**src/rtl/rob_alloc_ctrl.sv**
```systemverilog
// Reorder-buffer pointer/capacity controller: owns wr/rd pointers and free count (ROB_OCC_STATS_EN adds occupancy stats).
// Latency: pointer/room outputs update one cycle after an accepted alloc/retire/flush; fire/stall are combinational.
// Backpressure: alloc_stall holds dispatch during post-flush recovery, on flush, or when the request exceeds room.
module rob_alloc_ctrl #(
    parameter int unsigned ROB_DEPTH      = 64,
    parameter int unsigned PTR_W          = 6,
    parameter int unsigned RECOVER_CYCLES = 2
) (
    input  logic             clk,
    input  logic             rst_n,
    input  logic             flush,
    input  logic             alloc_vld,
    input  logic [2:0]       alloc_num,
    input  logic             alloc_pause_ext,
    input  logic [2:0]       retire_num,
    output logic             alloc_fire,
    output logic             alloc_stall,
    output logic [PTR_W:0]   ROB_wr_ptr_exp,
    output logic [PTR_W:0]   ROB_rd_ptr_exp,
    output logic [PTR_W:0]   ROB_room,
    output logic             rob_empty,
    output logic             rob_full,
    output logic             retire_err
`ifdef ROB_OCC_STATS_EN
    ,
    output logic [PTR_W:0]   occ_hwm,
    output logic [31:0]      full_stall_cnt
`endif
);

    localparam int unsigned EW = PTR_W + 1;
    localparam logic [EW-1:0] DEPTH_V = EW'(ROB_DEPTH);
    localparam logic [2:0] REC_LOAD = 3'(RECOVER_CYCLES - 1);

    typedef enum logic {
        RUN,
        RECOVER
    } state_t;

    state_t        state_q, state_d;
    logic [2:0]    rec_cnt_q, rec_cnt_d;
    logic [EW-1:0] wr_q, rd_q, room_q;
    logic [EW-1:0] wr_d, rd_d, room_d;
    logic          err_q;

    logic [EW-1:0] num_ext;
    logic [EW-1:0] occ;
    logic [2:0]    ret_sat;
    logic [EW-1:0] ret_ext;
    logic          ret_over;
    logic [EW-1:0] ret_eff;
    logic [EW-1:0] alloc_eff;
    logic          room_short;

    assign num_ext    = EW'(alloc_num);
    assign occ        = DEPTH_V - room_q;
    assign ret_sat    = (retire_num > 3'd4) ? 3'd4 : retire_num;
    assign ret_ext    = EW'(ret_sat);
    assign ret_over   = ret_ext > occ;
    assign ret_eff    = ret_over ? occ : ret_ext;
    assign room_short = num_ext > room_q;

    assign alloc_stall = (state_q != RUN) | flush | room_short;
    assign alloc_fire  = alloc_vld & (alloc_num != 3'd0) & ~alloc_stall & ~alloc_pause_ext;
    assign alloc_eff   = alloc_fire ? num_ext : '0;

    // Retire is applied before the flush rewind, so wr snaps to the post-retire rd.
    always_comb begin
        rd_d = rd_q + ret_eff;
        if (flush) begin
            wr_d   = rd_q + ret_eff;
            room_d = DEPTH_V;
        end else begin
            wr_d   = wr_q + alloc_eff;
            room_d = room_q - alloc_eff + ret_eff;
        end
    end

    always_comb begin
        state_d   = state_q;
        rec_cnt_d = rec_cnt_q;
        unique case (state_q)
            RUN: begin
                if (flush) begin
                    state_d   = RECOVER;
                    rec_cnt_d = REC_LOAD;
                end
            end
            RECOVER: begin
                if (flush) begin
                    rec_cnt_d = REC_LOAD;
                end else if (rec_cnt_q == 3'd0) begin
                    state_d = RUN;
                end else begin
                    rec_cnt_d = rec_cnt_q - 3'd1;
                end
            end
            default: begin
                state_d   = RUN;
                rec_cnt_d = 3'd0;
            end
        endcase
    end

    always_ff @(posedge clk or negedge rst_n) begin
        if (!rst_n) begin
            state_q   <= RUN;
            rec_cnt_q <= 3'd0;
            wr_q      <= '0;
            rd_q      <= '0;
            room_q    <= DEPTH_V;
            err_q     <= 1'b0;
        end else begin
            state_q   <= state_d;
            rec_cnt_q <= rec_cnt_d;
            wr_q      <= wr_d;
            rd_q      <= rd_d;
            room_q    <= room_d;
            if (ret_over) begin
                err_q <= 1'b1;
            end
        end
    end

    assign ROB_wr_ptr_exp = wr_q;
    assign ROB_rd_ptr_exp = rd_q;
    assign ROB_room       = room_q;
    assign rob_empty      = (room_q == DEPTH_V);
    assign rob_full       = (room_q == '0);
    assign retire_err     = err_q;

`ifdef ROB_OCC_STATS_EN
    logic [EW-1:0] hwm_q;
    logic [EW-1:0] occ_d;
    logic [31:0]   stall_cnt_q;

    assign occ_d = DEPTH_V - room_d;

    // Counts only capacity-limited requests, not issue-queue pauses or recovery.
    always_ff @(posedge clk or negedge rst_n) begin
        if (!rst_n) begin
            hwm_q       <= '0;
            stall_cnt_q <= '0;
        end else begin
            if (occ_d > hwm_q) begin
                hwm_q <= occ_d;
            end
            if (alloc_vld && !alloc_pause_ext && room_short && !(&stall_cnt_q)) begin
                stall_cnt_q <= stall_cnt_q + 32'd1;
            end
        end
    end

    assign occ_hwm        = hwm_q;
    assign full_stall_cnt = stall_cnt_q;
`endif

endmodule

```
**config.mk**
```make
export PLATFORM = sky130hd
export DESIGN_NAME = rob_alloc_ctrl
export DESIGN_NICKNAME = d
export VERILOG_FILES = /design/src/rtl/rob_alloc_ctrl.sv
export SDC_FILE = /design/constraint.sdc
export NUM_CORES = 1
export LEC_CHECK = 0
export ABC_AREA = 1
export CAP_MARGIN = 20
export CORE_MARGIN = 2
export CORE_UTILIZATION = 50
export CTS_BUF_LIST = sky130_fd_sc_hd__clkbuf_4 sky130_fd_sc_hd__clkbuf_8
export DETAILED_ROUTE_END_ITERATION = 8
export GPL_TIMING_DRIVEN = 0
export PLACE_DENSITY = 0.76
export SETUP_SLACK_MARGIN = 0.02
export SYNTH_ARGS = -nofsm -noshare
export SYNTH_HDL_FRONTEND = slang
export SYNTH_SLANG_ARGS = --single-unit
```
**constraint.sdc**
```tcl
create_clock -name clk -period 3.75 [get_ports clk]
set_input_delay 0.375 -clock clk [delete_from_list [all_inputs] [get_ports clk]]
set_output_delay 0.375 -clock clk [all_outputs]
set_load 0.01 [all_outputs]
```
---- After elaboration in Yosys (flattened, before gate mapping) ----
Index checks and enable logic that the tools add are counted.
word-level totals
  bits in latches ......................... 0
  RAM bits ................................ 0
  output and inout bits ................... 26
  input port bits ......................... 11
  flip-flop bits (word level) ............. 26
  memory bits (read-only) ................. 0
  word-level logic and storage cells ...... 43
  memories ................................ 0
operators by class
  shifts and indexed selects .............. 0
  multipliers ............................. 0
  equality and inequality tests ........... 3
  add/subtract/negate cells ............... 6
  divide/modulo/power cells ............... 0
  reduce and logical (&&, ||, !) cells .... 4
  bitwise operators ....................... 8
  multiplexer cells ....................... 13
  magnitude comparators ................... 3
operators by type and width
  kind                   number
  $mux W7                3
  $mux W3                5
  $add A7 B7 Y7          2
  $gt A3 B7 Y1           2
  $add A7 B3 Y7          1
  $eq A7 B7 Y1 const B   1
  $logic_not A7 Y1       1
  $sub A7 B3 Y7          1
  $sub A7 B7 Y7 const A  1
  $pmux W3 S2            1
  $and A1 B1 Y1          3
  $gt A3 B3 Y1 const B   1
  $logic_not A3 Y1       1
  $mux W1                3
  $ne A3 B3 Y1 const B   1
  $not A1 Y1             3
  $reduce_bool A3 Y1     1
  $sub A3 B1 Y3 const B  1
  $ne A2 B2 Y1 const B   1
  $or A1 B1 Y1           2
  $pmux W1 S2            1
  $reduce_and A2 Y1      1

---- Longest topological paths before layout ----
  depth after elaboration ................. 9
  gate-level depth with buffers ........... 23
  depth with buffers taken out ............ 23

---- Worst setup path after synthesis ----
OpenSTA, ideal clock, no wires.
  path kind ............................... reg2reg
  start point ............................. register room_q[0] (netlist: ROB_room[0])
  end point ............................... register room_q[6] (netlist: ROB_room[6])
  setup slack ............................. 0.222 ns
  library setup time ...................... 0.064 ns
  stages on the path, launching flop included .. 22
  clock period less this slack ............ 3.528 ns
  path buffers ............................ 0
  data required time ...................... 3.686 ns
  arrival time ............................ 3.464 ns
  cells stage by stage .................... dfrtp_1 -> inv_1 -> ha_1 -> inv_1 -> nor2_1 -> nor2_1 -> inv_1 -> ha_1 -> nand3_1 -> nand2_1 -> nand3_4 -> nor2_8 -> nand3_4 -> nand2_1 -> nand2_1 -> fa_1 -> inv_1 -> fa_1 -> nand4_1 -> o211ai_1 -> or2_0 -> nand3_1
between the ends
  longest elaborated chain between the ends .. 9
  elaborated cells on any way between the ends .. 12
  classes of those cells .................. add/sub: 3; order compare: 2; mux: 3; bitwise: 4
RTL lines
  element                      RTL line  text
  start, declared              42        logic [EW-1:0] wr_q, rd_q, room_q;
  start signal, assigned       118       room_q <= room_d;
  $gt A3 B7 Y1                 61        assign room_short = num_ext > room_q;
  $or A1 B1 Y1                 63        assign alloc_stall = (state_q != RUN) | flush | room_short;
  $not A1 Y1                   64        assign alloc_fire = alloc_vld & (alloc_num != 3'd0) & ~alloc_stall & ~alloc_pause_ext;
  $and A1 B1 Y1 (2 in series)  64
  $mux W3                      65        assign alloc_eff = alloc_fire ? num_ext : '0;
  $sub A7 B3 Y7                75        room_d = room_q - alloc_eff + ret_eff;
  $add A7 B7 Y7 *              75
  $mux W7 *                    70        if (flush) begin
  via room_d[6]                43        logic [EW-1:0] wr_d, rd_d, room_d;
The timed path passes the listed nets; every way through them passes the cells marked *.
A chain may end at the register's enable or synchronous reset.

---- Worst setup path after layout ----
Same ends and word-level chain as after synthesis.

==> impl_results.md <==
* CTS root buf: clkbuf_8
* Hold Buf Count CTS at 0
* Startpoint Class: flip-flop
* Htree depth at 1
* Critical path fanouts, max at 6
* Combinational power share at 64.8%
* Top cells by area, synth: dfrtp_1 (30%), ha_1 (16%), nand2_1 (8.7%)
* Maximum root-to-sink buffer count at 2
* Placed instance area at around 0.0026 mm^2
* Average vias per placed instance at 5.08
* Power Total at around 0.0022 W
* Synth unique cells at 31
* IO Count at 37
* GRT Overall Usage at between 20% and 30%
* Clk_skew at 0.00464 ns
* Synth top area share at about 30%
* Area growth, synth to finish at 29.8%
* Synth Warn # at 0
* Ant. Diodes at 0
* DR WL/cell at between 10 and 15 um
* Grt total ovfl at 0
* Area leader, netlist: dfrtp_1
* Critical Path RT at about 4 ns
* CTS tree: yes
* Final Max Tran Viols at 0
* DRC violation total after the first TritonRoute iteration at 120
* Antenna-violating nets left at 0
* First-pass GRT wire length at ~8 mm
* PortBufs at 35
* DR vias at about 1900
* Worst-Skew Late Latency at approximately 0.27 ns
* Fmax at 0.290 GHz
* Status: complete, no violations
* Leak Pwr at around 1.4 nW
* DRT Wirelength at around 4.7 mm
* Kind of critical path: flip-flop to flip-flop
* NetSw at between 0.0009 and 0.001 W
* PwrDens at 785 mW/mm^2
* Power Internal at approximately 0.0012 W
* Die area at roughly 0.0048 mm^2
* Clock Power Share at 11.0%
* Starting density of the core at between 50% and 60%
* First drt pass iteration count at 4
* Max_slew headroom at 60.2%
* Critical Path Sink Type: flip-flop
* Placer Congestion at roughly 0.9
* Total core area at 0.00403 mm^2
* Most frequent cells in the layout: inv_1 (46), nand2_1 (46), clkdlybuf4s50_1 (35), dfrtp_1 (24), ha_1 (24)
* Cells after Synth at 274
* HP Class: input pin to flip-flop
* Post-layout nets at ~370
* Switching part of the total at between 40% and 50%
* Maximum VDD drop at roughly 0.35 mV
* Minimum clock period at approximately 3.4 ns
* Clock slew at reported path FFs at around 0.09 ns
* Final Hold Fails at 0
* Worst Tran Pin Value at a little under 0.6 ns
* Initial antenna violation count at 0
* Drt drc at 0
* Die width at 69.1 um
* Row Count at 23
* Max Cap Viol at 0
* Sink Count at 26
* Cts bufs inserted at 3
* Vias in the first global route at 1784
* Sequential area share after synthesis at 30.8%
* Post-Syn Area at approximately 0.0021 mm^2
* Largest net degree at the start of global routing at 18
* Arrival @ worst endpoint at 3.67 ns
* HPWL after detailed placement at roughly 3.8 mm
* # fillers at around 350
* Layout cell share with drive strength beyond 1 at roughly 13%
* Post-synthesis register bit count at 26
* Period utilisation layout at about nine tenths
* Non-Filler Cell Area, Final at 0.00275 mm^2
* Die height at around 69 um
* Sequential power share at between 20 and 25%
* Synthesized area per cell at about 7.7 um^2
* Final Setup Violations at 0
-- cells by family (layout without fill, tap and decap cells) --
group	count (synthesis)	in the layout	share of synthesized area, %
adder cells (fa/ha/maj)	32	32	20.7
XOR/XNOR	4	4	1.65
flip-flops	26	26	30.8
AND/OR/NAND/NOR	123	123	28.6
other	2	5	0.354
buffers and inverters	54	101	9.68
AO/OA/AOI/OAI	33	33	8.32
-- power by group through the flow --
stage / Clock [W] / Sequential, W / Combinational (W)
detailed placement: 0 / 0.000531 / 0.00128
global route: 0.000251 / 0.000541 / 0.00159
floorplan: 0 / 0.000559 / 0.000818
finish: 0.000237 / 0.000523 / 0.00140
global placement: 0 / 0.000528 / 0.00124
CTS: 0.000240 / 0.000527 / 0.00130
-- stage by stage --
stage / hold WS [ns] / setup TNS (ns) / setup WS (ns) / instances / utilization [%]
3_3_place_gp: 0.449 / -0.0860 / -0.0436 / 362 / 63.1
3_5_place_dp: 0.467 / -0.254 / -0.117 / 363 / 63.8
2_1_floorplan: 0.0794 / 0 / 0.222 / 277 / -
4_1_cts: 0.388 / 0 / 0.0440 / 367 / 65.8
5_1_grt: 0.418 / -0.0101 / -0.0101 / 374 / 68.3
6_report: 0.390 / 0 / 0.302 / 374 / 68.3
-- sequential cells by signal, summed over array words and instances (netlist names) --
signal / count
ROB_wr_ptr_exp: 7
state_q: 1
retire_err: 1
ROB_rd_ptr_exp: 7
ROB_room: 7
rec_cnt_q: 3
-- worst max-delay path: stages (launching register included) --
cell and delay, ns:
dfrtp_2 0.43, inv_4 0.07, ha_4 0.17, inv_1 0.05, nor2_1 0.04, nor2_1 0.15, inv_1 0.09, ha_4 0.28
nand3_1 0.08, nand2_2 0.09, nand3_4 0.08, nor2_8 0.12, nand3_4 0.10, nand2_1 0.09, nand2_2 0.09, fa_1 0.40
ha_1 0.38, a21oi_1 0.24, o211ai_1 0.13, or2_0 0.23, nand3_1 0.07
-- cells in the mapped netlist, drive strengths merged --
master,count
o22ai,2
a31o,1
a21boi,1
o211ai,1
ha,27
nand2,56
fa,5
nor3,3
conb,2
o21ai,13
a21oi,15
dfstp,1
buf,2
inv,51
dfrtp,25
xor2,2
xnor2,2
nor2,23
or2,3
and2,3
nand4,12
nand3,23
clkbuf,1
-- final cells by class --
type	count	area [um^2]	share of cell area, %
buffer	3	13.8	0.500
clock buffer	3	41.3	1.50
clock inverter	1	30.0	1.09
inverter	51	194	7.05
multi-input combinational	197	1330	48.2
sequential	26	653	23.7
tap	50	62.6	2.27
timing repair buffer	43	430	15.7
-- metal layers --
metal	track usage [%]	up-vias	share of wire, %
li1	-	989	-
met1	29.4	869	48
met2	32.3	37	48
met3	2.63	6	3.4
met4	4.14	0	0.85
met5	0	-	0
-- repair_timing --
action,4_1_cts,5_1_grt
endpoints found under the setup margin,3,5
gates resized for setup,6,8
pin swaps,0,6
setup buffers,0,7
-- path summary, 6_finish.rpt --
check / from / to / slack, ns / cells after the start
setup / recovery: ROB_room[0] / ROB_room[6] / 0.30 / 20
hold / removal: flush / ROB_room[0] / 0.39 / 2
setup reg to reg: ROB_room[0] / ROB_room[6] / 0.30 / 20
hold reg to reg: retire_err / retire_err / 0.48 / 2
max in group asynchronous: rst_n / ROB_room[0] / 2.78 / 2
min in group asynchronous: rst_n / ROB_rd_ptr_exp[3] / 0.47 / 1
(Power assumes the default switching activity.)
